**src/rtl/tankb_rom_loader_if.sv**
```systemverilog
// tankb_rom_loader_if: HPS ioctl download bus between hps_io (master) and the ROM loader (slave).
interface tankb_rom_loader_if;
  logic        ioctl_download;
  logic [7:0]  ioctl_index;
  logic        ioctl_wr;
  logic [24:0] ioctl_addr;
  logic [7:0]  ioctl_dout;
  logic        ioctl_wait;
  modport master (output ioctl_download, ioctl_index, ioctl_wr, ioctl_addr, ioctl_dout, input ioctl_wait);
  modport slave (input ioctl_download, ioctl_index, ioctl_wr, ioctl_addr, ioctl_dout, output ioctl_wait);
endinterface

```
**src/rtl/tankb_rom_loader.sv**
```systemverilog
// tankb_rom_loader: owns the shared ROM/PROM write port, sequences index-0 downloads and holds the game in reset.
// Optional TANKB_DL_CHECKSUM_EN adds dl_sum/dl_done download checksum outputs.
module tankb_rom_loader #(
  parameter logic [13:0] PROG_END    = 14'h1FFF,
  parameter logic [13:0] GFX_END     = 14'h27FF,
  parameter logic [13:0] PROM_END    = 14'h281F,
  parameter int          WR_CYCLES   = 2,
  parameter int          HOLD_CYCLES = 16
) (
  input  logic                CLK_18M,
  input  logic                RESET_n,
  tankb_rom_loader_if.slave   io,
  input  logic [13:0]         cpu_addr,
  output logic [7:0]          cpu_dout,
  output logic [13:0]         mem_addr,
  output logic [7:0]          mem_din,
  input  logic [7:0]          mem_dout,
  output logic                we_prog,
  output logic                we_gfx,
  output logic                we_prom,
  output logic                core_reset_n
`ifdef TANKB_DL_CHECKSUM_EN
  ,
  output logic [7:0]          dl_sum,
  output logic                dl_done
`endif
);
  localparam logic [1:0] HOLD = 2'd0, RUN = 2'd1, LOAD = 2'd2, WRITE = 2'd3;
  logic [1:0]  state_q, state_d;
  logic [7:0]  hold_q, hold_d;
  logic [3:0]  cnt_q, cnt_d;
  logic [2:0]  we_q, we_d;
  logic [13:0] addr_q, addr_d;
  logic [7:0]  din_q, din_d;
  logic        core_q, core_d;
  logic [13:0] a, off;
  logic [2:0]  we_new;
  logic        start, accept;
  assign a      = io.ioctl_addr[13:0];
  assign start  = io.ioctl_download && io.ioctl_index == 8'd0;
  assign accept = state_q == LOAD && io.ioctl_download && io.ioctl_wr &&
                  io.ioctl_addr[24:14] == 11'd0 && a <= PROM_END;
  assign we_new = a <= PROG_END ? 3'b001 : a <= GFX_END ? 3'b010 : 3'b100;
  assign off    = a <= PROG_END ? a : a <= GFX_END ? a - (PROG_END + 14'd1) : a - (GFX_END + 14'd1);
  always_comb begin
    state_d = state_q;
    hold_d  = hold_q;
    cnt_d   = cnt_q;
    we_d    = we_q;
    addr_d  = addr_q;
    din_d   = din_q;
    if (state_q == HOLD) begin
      if (start) state_d = LOAD;
      else if (hold_q <= 8'd1) state_d = RUN;
      else hold_d = hold_q - 8'd1;
    end else if (state_q == RUN) begin
      if (start) state_d = LOAD;
    end else if (state_q == LOAD) begin
      if (!io.ioctl_download) begin
        state_d = HOLD;
        hold_d  = 8'(HOLD_CYCLES);
      end else if (accept) begin
        state_d = WRITE;
        cnt_d   = 4'(WR_CYCLES - 1);
        we_d    = we_new;
        addr_d  = off;
        din_d   = io.ioctl_dout;
      end
    end else if (cnt_q == 4'd0) begin
      // the byte always completes; a download fall is honoured only afterwards
      we_d    = 3'b000;
      state_d = io.ioctl_download ? LOAD : HOLD;
      hold_d  = io.ioctl_download ? hold_q : 8'(HOLD_CYCLES);
    end else begin
      cnt_d = cnt_q - 4'd1;
    end
    core_d = state_d == RUN;
  end
  always_ff @(posedge CLK_18M or negedge RESET_n) begin
    if (!RESET_n) begin
      state_q <= HOLD;
      hold_q  <= 8'(HOLD_CYCLES);
      cnt_q   <= 4'd0;
      we_q    <= 3'b000;
      addr_q  <= 14'd0;
      din_q   <= 8'd0;
      core_q  <= 1'b0;
    end else begin
      state_q <= state_d;
      hold_q  <= hold_d;
      cnt_q   <= cnt_d;
      we_q    <= we_d;
      addr_q  <= addr_d;
      din_q   <= din_d;
      core_q  <= core_d;
    end
  end
  assign {we_prom, we_gfx, we_prog} = we_q;
  assign io.ioctl_wait = |we_q;
  assign mem_addr      = state_q == RUN ? cpu_addr : addr_q;
  assign mem_din       = din_q;
  assign cpu_dout      = state_q == RUN ? mem_dout : 8'd0;
  assign core_reset_n  = core_q;
`ifdef TANKB_DL_CHECKSUM_EN
  logic [7:0] sum_q, sum_d;
  logic       done_q, done_d;
  always_comb begin
    sum_d  = !state_q[1] && state_d == LOAD ? 8'd0 : accept ? sum_q + io.ioctl_dout : sum_q;
    done_d = state_q[1] && state_d == HOLD;
  end
  always_ff @(posedge CLK_18M or negedge RESET_n) begin
    if (!RESET_n) begin
      sum_q  <= 8'd0;
      done_q <= 1'b0;
    end else begin
      sum_q  <= sum_d;
      done_q <= done_d;
    end
  end
  assign dl_sum  = sum_q;
  assign dl_done = done_q;
`endif
endmodule

```
**src/flat_wrapper.sv**
```systemverilog
// flat-port wrapper written by rule: the top's interface ports become plain ports
module tankb_rom_loader_flat 
#(
  parameter logic [13:0] PROG_END    = 14'h1FFF,
  parameter logic [13:0] GFX_END     = 14'h27FF,
  parameter logic [13:0] PROM_END    = 14'h281F,
  parameter int          WR_CYCLES   = 2,
  parameter int          HOLD_CYCLES = 16
)
  (CLK_18M, RESET_n, cpu_addr, cpu_dout, mem_addr, mem_din, mem_dout, we_prog, we_gfx, we_prom, core_reset_n, io_ioctl_download, io_ioctl_index, io_ioctl_wr, io_ioctl_addr, io_ioctl_dout, io_ioctl_wait);
  tankb_rom_loader_if io_i ();
  input  logic CLK_18M;
  input  logic RESET_n;
  input  logic [13:0] cpu_addr;
  output logic [7:0] cpu_dout;
  output logic [13:0] mem_addr;
  output logic [7:0] mem_din;
  input  logic [7:0] mem_dout;
  output logic we_prog;
  output logic we_gfx;
  output logic we_prom;
  output logic core_reset_n;
  input wire logic [$bits(io_i.ioctl_download)-1:0] io_ioctl_download;
  input wire logic [$bits(io_i.ioctl_index)-1:0] io_ioctl_index;
  input wire logic [$bits(io_i.ioctl_wr)-1:0] io_ioctl_wr;
  input wire logic [$bits(io_i.ioctl_addr)-1:0] io_ioctl_addr;
  input wire logic [$bits(io_i.ioctl_dout)-1:0] io_ioctl_dout;
  output wire logic [$bits(io_i.ioctl_wait)-1:0] io_ioctl_wait;
  assign io_i.ioctl_download = io_ioctl_download;
  assign io_i.ioctl_index = io_ioctl_index;
  assign io_i.ioctl_wr = io_ioctl_wr;
  assign io_i.ioctl_addr = io_ioctl_addr;
  assign io_i.ioctl_dout = io_ioctl_dout;
  assign io_ioctl_wait = io_i.ioctl_wait;
  tankb_rom_loader #(.PROG_END(PROG_END), .GFX_END(GFX_END), .PROM_END(PROM_END), .WR_CYCLES(WR_CYCLES), .HOLD_CYCLES(HOLD_CYCLES)) u_core (.CLK_18M(CLK_18M), .RESET_n(RESET_n), .io(io_i), .cpu_addr(cpu_addr), .cpu_dout(cpu_dout), .mem_addr(mem_addr), .mem_din(mem_din), .mem_dout(mem_dout), .we_prog(we_prog), .we_gfx(we_gfx), .we_prom(we_prom), .core_reset_n(core_reset_n));
endmodule
```
**config.mk**
```make
export PLATFORM = sky130hd
export DESIGN_NAME = tankb_rom_loader_flat
export DESIGN_NICKNAME = d
export VERILOG_FILES = /design/src/rtl/tankb_rom_loader_if.sv /design/src/rtl/tankb_rom_loader.sv /design/src/flat_wrapper.sv
export SDC_FILE = /design/constraint.sdc
export NUM_CORES = 1
export LEC_CHECK = 0
export ABC_AREA = 1
export BUFFER_PORTS_ARGS = -buffer_cell sky130_fd_sc_hd__buf_2
export CAP_MARGIN = 20
export CORE_MARGIN = 2
export CORE_UTILIZATION = 38
export DETAILED_ROUTE_END_ITERATION = 12
export PLACE_DENSITY_LB_ADDON = 0.25
export SYNTH_ARGS = -nofsm -noshare
export SYNTH_HDL_FRONTEND = slang
export SYNTH_SLANG_ARGS = --single-unit
```
**constraint.sdc**
```tcl
create_clock -name CLK_18M -period 2.3 [get_ports CLK_18M]
set_clock_uncertainty 0.15 [all_clocks]
set_input_delay 0.46 -clock CLK_18M [delete_from_list [all_inputs] [get_ports CLK_18M]]
set_output_delay 0.46 -clock CLK_18M [all_outputs]
set_load 0.02 [all_outputs]
```
* After elaboration in Yosys (flattened, before gate mapping) *
Index checks and enable logic that the tools add are counted.

operators by class
  add/sub/neg operators = 4
  magnitude comparators = 4
  equal/unequal tests = 9
  mux-type cells = 31
  bitwise gates (word level) = 2
  reductions and logical operators = 16

operator list
  cell                                                                     count
  8-bit two-way mux                                                        8
  14-bit two-way mux                                                       3
  14-bit <= comparator, second input constant                              2
  14-bit subtractor, second input constant                                 2
  2-bit two-way mux                                                        10
  3-bit two-way mux                                                        6
  4-bit two-way mux                                                        4
  5-bit AND reduction                                                      3
  14-bit by 13-bit <= comparator with 1-bit output, second input constant  1
  11-bit zero test                                                         1
  8-bit by 1-bit <= comparator with 1-bit output, second input constant    1
  8-bit zero test                                                          1
  8-bit by 1-bit subtractor with 8-bit output, second input constant       1
  2-bit by 1-bit inequality test with 1-bit output, second input constant  3
  2-bit inequality test, second input constant                             3
  1-bit logical AND                                                        5
  2-bit by 1-bit equality test with 1-bit output, second input constant    2
  4-bit zero test                                                          1
  4-bit AND reduction                                                      1
  4-bit by 1-bit subtractor with 4-bit output, second input constant       1
  3-bit nonzero test                                                       1
  3-bit OR reduction                                                       1
  2-bit equality test, second input constant                               1
  2-bit zero test                                                          1
  2 further kinds                                                          3

word-level totals
  register bits after elaboration = 40
  bits of input ports = 67
  output and inout bits = 35
  word-level logic and storage cells = 73

* Longest topological paths before layout *
Gate-level depths: netlist (run 1).

  word-level depth = 11
  gate-level depth with buffers = 10
  mapped depth without buffers = 9

* Worst setup path after synthesis (run 1) *
OpenSTA, ideal clock, no wires.

  path type = reg2out
  start = register u_core.state_q[0]
  end = output port cpu_dout[0]
  arrival time = 1.348 ns
  required time = 1.690 ns
  slack = 0.342 ns
  stages on the path, launching flop included = 6
  buffers on the path = 1
  cells stage by stage = dfrtp_1 > inv_1 > nor2_1 > inv_1 > clkbuf_1 > nor2_1

on the way
  word-level cells in the longest chain between the ends = 2

RTL lines
  item                                            line                     source
  from (decl)                                     tankb_rom_loader.sv:29   logic [1:0] state_q, state_d;
  from (signal assigned)                          tankb_rom_loader.sv:89   state_q <= state_d;
  2-bit by 1-bit equality test with 1-bit output  tankb_rom_loader.sv:102  assign cpu_dout = state_q == RUN ? mem_dout : 8'd0;
  8-bit two-way mux                               tankb_rom_loader.sv:102
  to (decl)                                       flat_wrapper.sv:15       output logic [7:0] cpu_dout;

Every way passes these cells.

* Worst setup path after layout (run 1) *
  start = register u_core.state_q[0]
  end = output port mem_addr[6]

on the way
  word-level cells in the longest chain between the ends = 2

RTL lines
  item                                            line                     source
  2-bit by 1-bit equality test with 1-bit output  tankb_rom_loader.sv:100  assign mem_addr = state_q == RUN ? cpu_addr : addr_q;
  14-bit two-way mux                              tankb_rom_loader.sv:100
  to (decl)                                       flat_wrapper.sv:16       output logic [13:0] mem_addr;

Every way passes these cells.

==> results of run 1 <==
power groups by stage:
stage / Clock (mW) / Sequential [mW] / Combinational [mW]
2_1_floorplan: 0 / 0.998 / 0.984
3_3_place_gp: 0 / 0.989 / 1.37
3_5_place_dp: 0 / 0.992 / 1.39
4_1_cts: 0.504 / 0.982 / 1.39
5_1_grt: 0.533 / 1.00 / 1.59
6_report: 0.483 / 0.983 / 1.37
timing repair:
item,CTS,global route
hold buffers,1,0
gates resized for setup,0,1
hold endpoints to repair,39,0
setup endpoints to repair,0,13
layout by cell type (no fill, tap or decap), types with 2 or more instances in the layout:
| cell type | netlist | final |
|---|---|---|
| buf_2 | 2 | 101 |
| buf_4 | 1 | 3 |
| clkbuf_8 | 0 | 6 |
| clkinv_2 | 0 | 2 |
| dfrtp_1 | 39 | 38 |
| ha_1 | 5 | 5 |
| inv_1 | 46 | 46 |
| inv_2 | 3 | 3 |
| nand2_1 | 119 | 119 |
| nand2_2 | 3 | 3 |
| nand3_1 | 14 | 14 |
| nand4_1 | 2 | 2 |
| nor2_1 | 46 | 46 |
| nor3_1 | 3 | 3 |
| o21ai_0 | 9 | 9 |
| o21ai_1 | 21 | 21 |
| or2_2 | 2 | 2 |
| xnor2_1 | 3 | 3 |
| xor2_1 | 4 | 4 |
metrics by stage:
| stage | util, % | std cells |
|---|---|---|
| 2_1_floorplan | - | 335 |
| 3_3_place_gp | 49.1 | 507 |
| 3_5_place_dp | 49.1 | 507 |
| 4_1_cts | 50.8 | 516 |
| 5_1_grt | 50.9 | 516 |
| 6_report | 50.9 | 516 |
worst paths after layout:
path	cells after the start	start	endpoint
setup reg to reg	9	u_core.cnt_q[0]	u_core.hold_q[0]
hold / removal	3	io_ioctl_dout[3]	u_core.mem_din[3]
min in group asynchronous	3	RESET_n	u_core.addr_q[3]
hold reg to reg	2	u_core.mem_din[3]	u_core.mem_din[3]
setup / recovery	7	u_core.state_q[0]	mem_addr[6]
max in group asynchronous	3	RESET_n	u_core.hold_q[4]
cell type report:
class / count / area (sq um)
fill: 605 / 2910
clock inverter: 2 / 10.0
sequential: 40 / 1000
multi-input combinational: 238 / 1080
inverter: 49 / 184
timing repair buffer: 106 / 558
tap: 75 / 93.8
clock buffer: 6 / 82.6
worst max-delay path, stage by stage, from the launching register on:
cell	delay, ns
dfrtp_2	0.45
inv_1	0.12
nor2_1	0.07
inv_1	0.06
buf_4	0.24
nand2_1	0.09
nand2_1	0.07
buf_2	0.16
sequential cells by signal, indices dropped and copies added, names as in the netlist:
name,count
u_core.hold_q,8
u_core.state_q,2
u_core.addr_q,14
u_core.mem_din,8
u_core.we_q,3
u_core.cnt_q,4
u_core.core_reset_n,1
logic make-up after synthesis:
group | after synthesis | synth area share, %
fa+ha+maj | 5 | 2.70
xor+xnor | 7 | 2.65
compound gates | 32 | 7.07
simple gates | 194 | 34.2
flops | 40 | 43.3
buf+inv | 57 | 10.2
routing by layer:
metal  vias up  share of wire [%]  wire length [microns]
met5         -                  0                      0
met4         0                1.4                     72
met3         8                8.1                    410
met2        75                 45                   2260
met1       978                 46                   2340
li1       1230                  -                      -
==> flow_metrics.py, run 1 <==
metrics = {
    "yosys": {
        "yosys.area.top_type": "dfrtp_1",
        "synth.distinct_cells": 27,
        "synth.area.top_cells": "dfrtp_1 42%, nand2_1 19%, inv_1 7.5%, nor2_1 7.5%, o21ai_1 4.5%",
        "yosys_warnings": 0,
        "async_flop_share_pct": 100,
        "netlist_area_sq_um": 2320,
        "yosysMostFrequentCell": "nand2_1",
        "synth_top_area_share_pct": 42.1,
        "ys_seq_elements": 40,
        "synth-main-ff-cell": "dfrtp_1",
        "yosysSeqAreaShare_pct": 43.3,
        "synth_edf_count": 0,
        "synth_nets": 407,
        "synthCells": 335,
        "synth_top_cells_by_count": "119 x nand2_1, 46 x inv_1, 46 x nor2_1",
        "syn_area_per_cell_sq_um": 6.92,
    },
    "sta": {
        "fmax_ghz": 0.463,
        "setup_viol": 0,
        "timing.final.ws_setup_ns": 0.141,
        "min_period_ns": 2.16,
        "fin_tns_setup_ns": 0,
        "whs_ns": 0.249,
        "hold_violations": 0,
        "post-route-period-util_pct": 93.9,
        "tightest_slew_ns": 0.391,
        "slew_headroom_pct": 73.9,
        "final_max_slew_viol_count": 0,
        "rsz0062_at_grt": "no",
    },
    "detailed_routing": {
        "firstDrtPassIters": 4,
        "vias_per_cell": 4.44,
        "drc_errors": 0,
        "postRouteAntennaNets": 0,
        "drt_iter0_drc": 69,
        "vias": 2291,
        "routed_wirelength_microns": 5080,
        "wl_per_cell_microns": 9.85,
    },
    "clocking": {
        "cts_tree": "done",
        "clk_pin_slew_ns": 0.08,
        "cts_sinks": 40,
        "cts_root_buf": "clkbuf_8",
        "htreeDepth": 2,
        "cts_max_path_buffers": 2,
        "clock_latency_ns": 0.29,
        "cts_buffers": 5,
        "cts_setup_buffers": 0,
    },
    "setup_path": {
        "crit_type": "register to primary output",
        "r2r_slack_ns": 0.42,
        "cp.arrival_ns": 1.55,
        "endpoint_kind": "primary output",
        "required_ns": 1.69,
        "startpoint_type": "register",
        "path_max_fanout": 22,
    },
    "global_route": {
        "met3_usage_pct": 3.91,
        "met2_usage_pct": 28.9,
        "grt_pass1_vias": 2059,
        "grt_pass1_wl_microns": 8510,
        "grt-busiest-layer": "met2",
        "grt_overflow_total": 0,
        "grt_max_degree": 45,
        "grtUsageMet1_pct": 19.5,
        "antenna_found_initial": 0,
        "groute.usage.overall_pct": 16.4,
    },
    "final_layout": {
        "synthToLayoutAreaGrowth_pct": 30.0,
        "final_nets": 512,
        "diodes": 0,
        "drive_gt1_share_pct": 28.8,
        "final_area_sq_um": 3010,
    },
    "die": {
        "initial_utilization_pct": 39.1,
        "die_h_microns": 82.1,
        "dieArea_sq_um": 6740,
        "coreArea_sq_um": 5920,
        "ios": 102,
        "die_w_microns": 82.1,
        "num_rows": 28,
    },
    "outcome": {
        "status": "finished clean",
    },
    "pwr": {
        "pwr-share-comb_pct": 48.2,
        "power.leakage_nw": 1.84,
        "power_mw": 2.83,
        "switchingPower_mw": 1.23,
        "p_int_mw": 1.60,
        "vdd_drop_max_v": 0.000393,
        "powerDensity_nw_per_um2": 940,
        "power_frac_seq_pct": 34.7,
        "clockPowerShare_pct": 17.1,
        "p_sw_share_pct": 43.4,
    },
    "place": {
        "dp_slack_ns": 0.421,
        "dpl.hpwl_microns": 3900,
        "detailed_place.area_sq_um": 2910,
        "portBuffers": 101,
        "place.gp.congestion": 0.825,
    },
    "hold_path": {
        "min-delay-path-class": "primary input to register",
    },
    "job": {
        "maxCapViolCount": 0,
    },
}
No activity file was read; power rests on OpenSTA's default activity.
==> inputs of run 2 (changes only) <==
--- a/config.mk
+++ b/config.mk
@@ -5,7 +5,7 @@
 export SDC_FILE = /design/constraint.sdc
 export NUM_CORES = 1
 export LEC_CHECK = 0
-export ABC_AREA = 1
+export ABC_AREA = 0
 export BUFFER_PORTS_ARGS = -buffer_cell sky130_fd_sc_hd__buf_2
 export CAP_MARGIN = 20
 export CORE_MARGIN = 2
==> flow_metrics.py, run 2 <==
metrics = {
    "outcome": {
        "status": "finished with violations",
        "violations": "negative setup slack",
    },
    "place": {
        "detailed_place.area_sq_um": 2790,
        "place.gp.congestion": 0.785,
        "portBuffers": 101,
        "dpl.hpwl_microns": 3860,
        "dp.cells": 370,
    },
    "setup_path": {
        "required_ns": 1.69,
        "r2r_cells": 5,
        "r2r_slack_ns": 0.04,
        "crit_type": "register to primary output",
        "r2r_end": "u_core.hold_q[4]",
        "endpoint_kind": "primary output",
        "path_max_fanout": 7,
        "cp.arrival_ns": 1.69,
        "startpoint_type": "register",
        "r2r_start": "u_core.hold_q[2]",
    },
    "yosys": {
        "async_flop_share_pct": 100,
        "synth.area.top_cells": "dfrtp_1 46%, mux2_2 18%, ha_1 3.0%, and2_1 2.7%, o21ai_0 2.1%",
        "yosysMostFrequentCell": "dfrtp_1",
        "syn_area_per_cell_sq_um": 11.0,
        "synth-main-ff-cell": "dfrtp_1",
        "yosysSeqAreaShare_pct": 47.5,
        "synth_nets": 264,
        "ys_seq_elements": 40,
        "synth_top_area_share_pct": 46.3,
        "synthCells": 192,
        "yosys.area.top_type": "dfrtp_1",
        "yosys_warnings": 0,
        "netlist_area_sq_um": 2110,
        "synth_top_cells_by_count": "39 x dfrtp_1, 33 x mux2_2, 10 x inv_1",
        "synth_edf_count": 0,
        "synth.distinct_cells": 39,
    },
    "die": {
        "die_w_microns": 78.5,
        "dieArea_sq_um": 6160,
        "initial_utilization_pct": 38.8,
        "ios": 102,
        "num_rows": 27,
        "die_h_microns": 78.5,
        "coreArea_sq_um": 5440,
    },
    "detailed_routing": {
        "postRouteAntennaNets": 0,
        "drt_iter0_drc": 43,
        "drc_errors": 0,
        "firstDrtPassIters": 4,
        "routed_wirelength_microns": 5400,
        "vias_per_cell": 4.94,
        "vias": 1915,
        "wl_per_cell_microns": 13.9,
    },
    "hold_path": {
        "min_from": "io_ioctl_dout[3]",
        "hold_depth": 2,
        "holdPathEnd": "u_core.mem_din[3]",
        "min-delay-path-class": "primary input to register",
    },
    "sta": {
        "min_period_ns": 2.30,
        "slew_headroom_pct": 68.1,
        "final_max_slew_viol_count": 0,
        "timing.final.ws_setup_ns": -0.00432,
        "fmax_ghz": 0.434,
        "post-route-period-util_pct": 100,
        "rsz0062_at_grt": "yes",
        "hold_violations": 0,
        "tightest_slew_ns": 0.477,
        "setup_viol": 1,
    },
    "clocking": {
        "cts_buffers": 5,
        "cts_root_buf": "clkbuf_8",
        "clk_pin_slew_ns": 0.08,
        "htreeDepth": 2,
        "clock_latency_ns": 0.29,
        "cts_sinks": 40,
        "cts_tree": "done",
        "cts_max_path_buffers": 2,
    },
    "pwr": {
        "powerDensity_nw_per_um2": 906,
        "vdd_drop_max_v": 0.000378,
        "power_mw": 2.87,
        "power.leakage_nw": 1.65,
    },
    "final_layout": {
        "utilization_pct": 58.2,
        "multi_input_area_sq_um": 1140,
        "final_nets": 388,
        "n_fill_cell": 483,
        "synthToLayoutAreaGrowth_pct": 50.1,
        "largest_reg_flops": 14,
        "final_cells": 388,
        "diodes": 0,
        "regArea_sq_um": 1000,
        "top_register": "u_core.addr_q",
        "final_common_cell": "buf_2",
        "final_area_sq_um": 3170,
        "drive_gt1_share_pct": 56.0,
        "final_cell_mix": "88 x buf_2, 38 x dfrtp_1, 22 x mux2_2",
    },
    "job": {
        "maxCapViolCount": 0,
    },
    "global_route": {
        "grt_overflow_total": 0,
        "grt_pass1_wl_microns": 8020,
        "groute.usage.overall_pct": 16.3,
        "antenna_found_initial": 0,
        "grt_max_degree": 24,
        "grt_pass1_vias": 1879,
    },
}
-- run 2: cell types whose count changed after synthesis, moves of 11 or more --
cell / before / now
nand2_1: 119 / 6
nor2_1: 46 / 9
inv_1: 46 / 10
mux2_2: 0 / 33
o21ai_1: 21 / 0
nand3_1: 14 / 3
-- run 2: layout make-up --
type / count / share of cell area [%]
Multi-Input combinational cell: 135 / 35.9
Sequential cell: 40 / 31.7
Timing Repair Buffer: 124 / 25.9
Tap cell: 72 / 2.85
Clock buffer: 6 / 2.29
Inverter: 10 / 1.19
Clock inverter: 1 / 0.158
-- run 2: what timing repair did --
item | 4_1_cts | 5_1_grt
setup endpoints to repair | 3 | 19
buffers inserted | 0 | 8
hold buffers | 1 | 0
cloned | 0 | 2
gates resized for setup | 1 | 48
pin swaps | 0 | 5
hold endpoints to repair | 18 | 0
-- run 2: critical path, stage by stage (launching register included) --
cell and delay (ns):
dfrtp_1 0.39, buf_6 0.14, nor2b_4 0.22, buf_12 0.17
mux2_2 0.35, buf_6 0.14
-- run 2: layer usage --
layer,part of all wire [%],track usage (%),vias up
met4,1.5,4.56,0
li1,-,-,933
met3,5.3,4.25,8
met2,53,29.5,64
met5,0,0,-
met1,41,18.8,910
-- run 2: cells by family after synthesis --
group	count (synthesis)	share of synthesized area (%)
buf+inv	17	3.20
xor+xnor	4	1.66
mux	36	19.0
simple gates	61	16.8
compound gates	29	8.84
flops	40	47.5
fa+ha+maj	5	2.97
-- run 2: worst max path at each step --
stage	startpoint	end	slack, ns	cells past startpoint
finish	u_core.state_q[1]	mem_addr[8]	-0.004	5
detailed placement	u_core.hold_q[3]	u_core.hold_q[4]	0.006	5
global placement	u_core.hold_q[3]	u_core.hold_q[4]	0.04	5
floorplan	u_core.hold_q[3]	u_core.hold_q[4]	0.05	5
global route	u_core.state_q[1]	mem_addr[6]	-0.06	5
CTS	u_core.hold_q[3]	u_core.hold_q[4]	0.003	5
-- run 2: where the power goes --
part	leakage [nW]	switching, mW	total [mW]	internal, mW
sequential	0.522	0.0968	0.924	0.827
clock	0.0410	0.233	0.439	0.206
combinational	1.09	0.701	1.51	0.805
-- run 2: through the flow --
stage | TNS [ns] | hold WS (ns) | worst slack (ns)
after CTS | 0 | 0.242 | 0.00298
after global routing | -0.481 | 0.244 | -0.0570
after floorplan | 0 | 0.0144 | 0.0486
after detailed placement | 0 | 0.295 | 0.00561
after global placement | 0 | 0.296 | 0.0422
final | -0.00432 | 0.252 | -0.00432
==> inputs of run 3 (changes only) <==
--- a/config.mk
+++ b/config.mk
@@ -9,7 +9,7 @@
 export BUFFER_PORTS_ARGS = -buffer_cell sky130_fd_sc_hd__buf_2
 export CAP_MARGIN = 20
 export CORE_MARGIN = 2
-export CORE_UTILIZATION = 38
+export CORE_UTILIZATION = 46
 export DETAILED_ROUTE_END_ITERATION = 12
 export PLACE_DENSITY_LB_ADDON = 0.25
 export SYNTH_ARGS = -nofsm -noshare
==> flow_metrics.py, run 3 (synthesis gave the netlist of run 2 again) <==
metrics = {
    "outcome": {
        "status": "finished clean",
    },
    "setup_path": {
        "required_ns": 2.36,
        "endpoint_kind": "register",
        "r2r_start": "u_core.hold_q[4]",
        "worst_path_max_delay_cell": "or4b_4",
        "crit_type": "register to register",
        "cp.arrival_ns": 2.33,
        "crit_end": "u_core.hold_q[4]",
        "worstPathCellList": "or4_4 > or4b_4 > o2111ai_4 > nor3_2 > or3b_1",
        "startpoint_type": "register",
        "r2r_cells": 5,
        "r2r_slack_ns": 0.03,
        "r2r_end": "u_core.hold_q[4]",
        "crit_start": "u_core.hold_q[4]",
        "path_max_fanout": 5,
        "max_stage_delay_ns": 0.58,
    },
    "sta": {
        "final_max_slew_viol_count": 0,
        "setup_viol": 0,
        "slew_headroom_pct": 67.4,
        "hold_violations": 0,
        "post-route-period-util_pct": 98.8,
        "rsz0062_at_grt": "yes",
        "tightest_slew_ns": 0.490,
        "min_period_ns": 2.27,
        "whs_ns": 0.0548,
        "fmax_ghz": 0.440,
    },
    "final_layout": {
        "final_cell_mix": "100 x buf_2, 38 x dfrtp_1, 33 x mux2_2",
        "diodes": 0,
        "n_fill_cell": 356,
        "largest_reg_flops": 14,
        "synthToLayoutAreaGrowth_pct": 40.3,
        "drive_gt1_share_pct": 55.7,
        "final_area_sq_um": 2960,
        "final_common_cell": "buf_2",
        "final_nets": 380,
        "top_register": "u_core.addr_q",
    },
    "place": {
        "portBuffers": 101,
        "place.gp.congestion": 0.792,
        "dpl.hpwl_microns": 3720,
        "detailed_place.area_sq_um": 2750,
    },
    "global_route": {
        "grt_pass1_vias": 1772,
        "grt_overflow_total": 0,
        "groute.usage.overall_pct": 19.2,
        "grt_max_degree": 41,
        "antenna_found_initial": 0,
        "grt_pass1_wl_microns": 7700,
    },
    "pwr": {
        "p_sw_share_pct": 35.8,
        "vdd_drop_max_v": 0.000663,
        "pwr-share-comb_pct": 45.2,
        "power.leakage_nw": 1.56,
        "switchingPower_uw": 969,
        "power_frac_seq_pct": 34.1,
        "power_mw": 2.71,
        "clockPowerShare_pct": 20.7,
        "powerDensity_nw_per_um2": 915,
        "p_int_mw": 1.74,
    },
    "die": {
        "dieArea_sq_um": 5140,
        "ios": 102,
        "initial_utilization_pct": 48.1,
        "die_h_microns": 71.7,
        "num_rows": 24,
        "coreArea_sq_um": 4380,
        "die_w_microns": 71.7,
    },
    "detailed_routing": {
        "vias_per_cell": 5.12,
        "postRouteAntennaNets": 0,
        "drt_iter0_drc": 113,
        "routed_wirelength_microns": 4960,
        "wl_per_cell_microns": 13.7,
        "drc_errors": 0,
        "vias": 1847,
        "firstDrtPassIters": 4,
    },
    "clocking": {
        "clk_pin_slew_ns": 0.08,
        "cts_buffers": 5,
        "cts_sinks": 40,
        "cts_tree": "done",
        "hold_buffers": 0,
        "cts_root_buf": "clkbuf_8",
        "htreeDepth": 2,
        "cts_max_path_buffers": 2,
        "clock_latency_ns": 0.29,
    },
    "hold_path": {
        "min-delay-path-class": "primary input to async pin",
    },
    "job": {
        "maxCapViolCount": 0,
    },
}
-- run 3: power by group through the flow --
stage	clock network, mW	registers (mW)	logic, mW
detailed placement	0	0.928	1.06
global placement	0	0.927	1.04
CTS	0.574	0.924	1.12
floorplan	0	0.927	0.689
global route	0.601	0.936	1.34
finish	0.561	0.924	1.22
-- run 3: layer usage --
layer | vias up | share of wire [%] | global-route usage, %
met2 | 65 | 53 | 33.8
met5 | - | 0 | 0
li1 | 919 | - | -
met3 | 8 | 6.0 | 3.80
met1 | 855 | 40 | 23.4
met4 | 0 | 1.4 | 6.50
-- run 3: worst max-delay path: cells and delay by family, from the launching register on --
kind	cells	cell delay [ns]
simple gates	4	1.54
flops	1	0.38
compound gates	1	0.12
-- run 3: per-stage QoR --
stage               TNS [ns]  setup WS, ns  util (%)  cells
CTS                        0        0.0102      65.9    357
global route         -0.0196       -0.0196      67.5    361
detailed placement   -0.0125       -0.0125      62.7    348
finish                     0        0.0284      67.5    361
global placement           0        0.0446      62.7    348
floorplan                  0        0.0486         -    192
-- run 3: worst min-delay path by stage --
stage | endpoint | slack, ns | cells after the start | start
6_report | u_core.mem_din[4] | 0.05 | 2 | RESET_n
5_1_grt | u_core.mem_din[4] | 0.10 | 2 | RESET_n
4_1_cts | u_core.mem_din[4] | 0.08 | 2 | RESET_n
3_5_place_dp | u_core.mem_din[5] | 0.34 | 1 | u_core.mem_din[5]
3_3_place_gp | u_core.mem_din[6] | 0.34 | 1 | u_core.mem_din[6]
2_1_floorplan | u_core.addr_q[0] | 0.01 | 0 | RESET_n
-- run 3: timing repair --
action                     in CTS  in global routing
setup buffers                   0                  4
pin swaps                       1                  3
hold endpoints to repair        0                  0
gates resized for setup         7                 10
gates cloned                    1                  0
setup endpoints to repair      14                 20
-- run 3: final cells by class --
cell class / count / area [sq um] / share of cell area (%)
inverters: 10 / 37.5 / 1.27
clock inverters: 2 / 35.0 / 1.18
clock buffers: 6 / 72.6 / 2.45
flip-flops and latches: 40 / 1000 / 33.9
repair buffers: 116 / 644 / 21.8
well taps: 52 / 65.1 / 2.20
multi-input cells: 135 / 1100 / 37.2
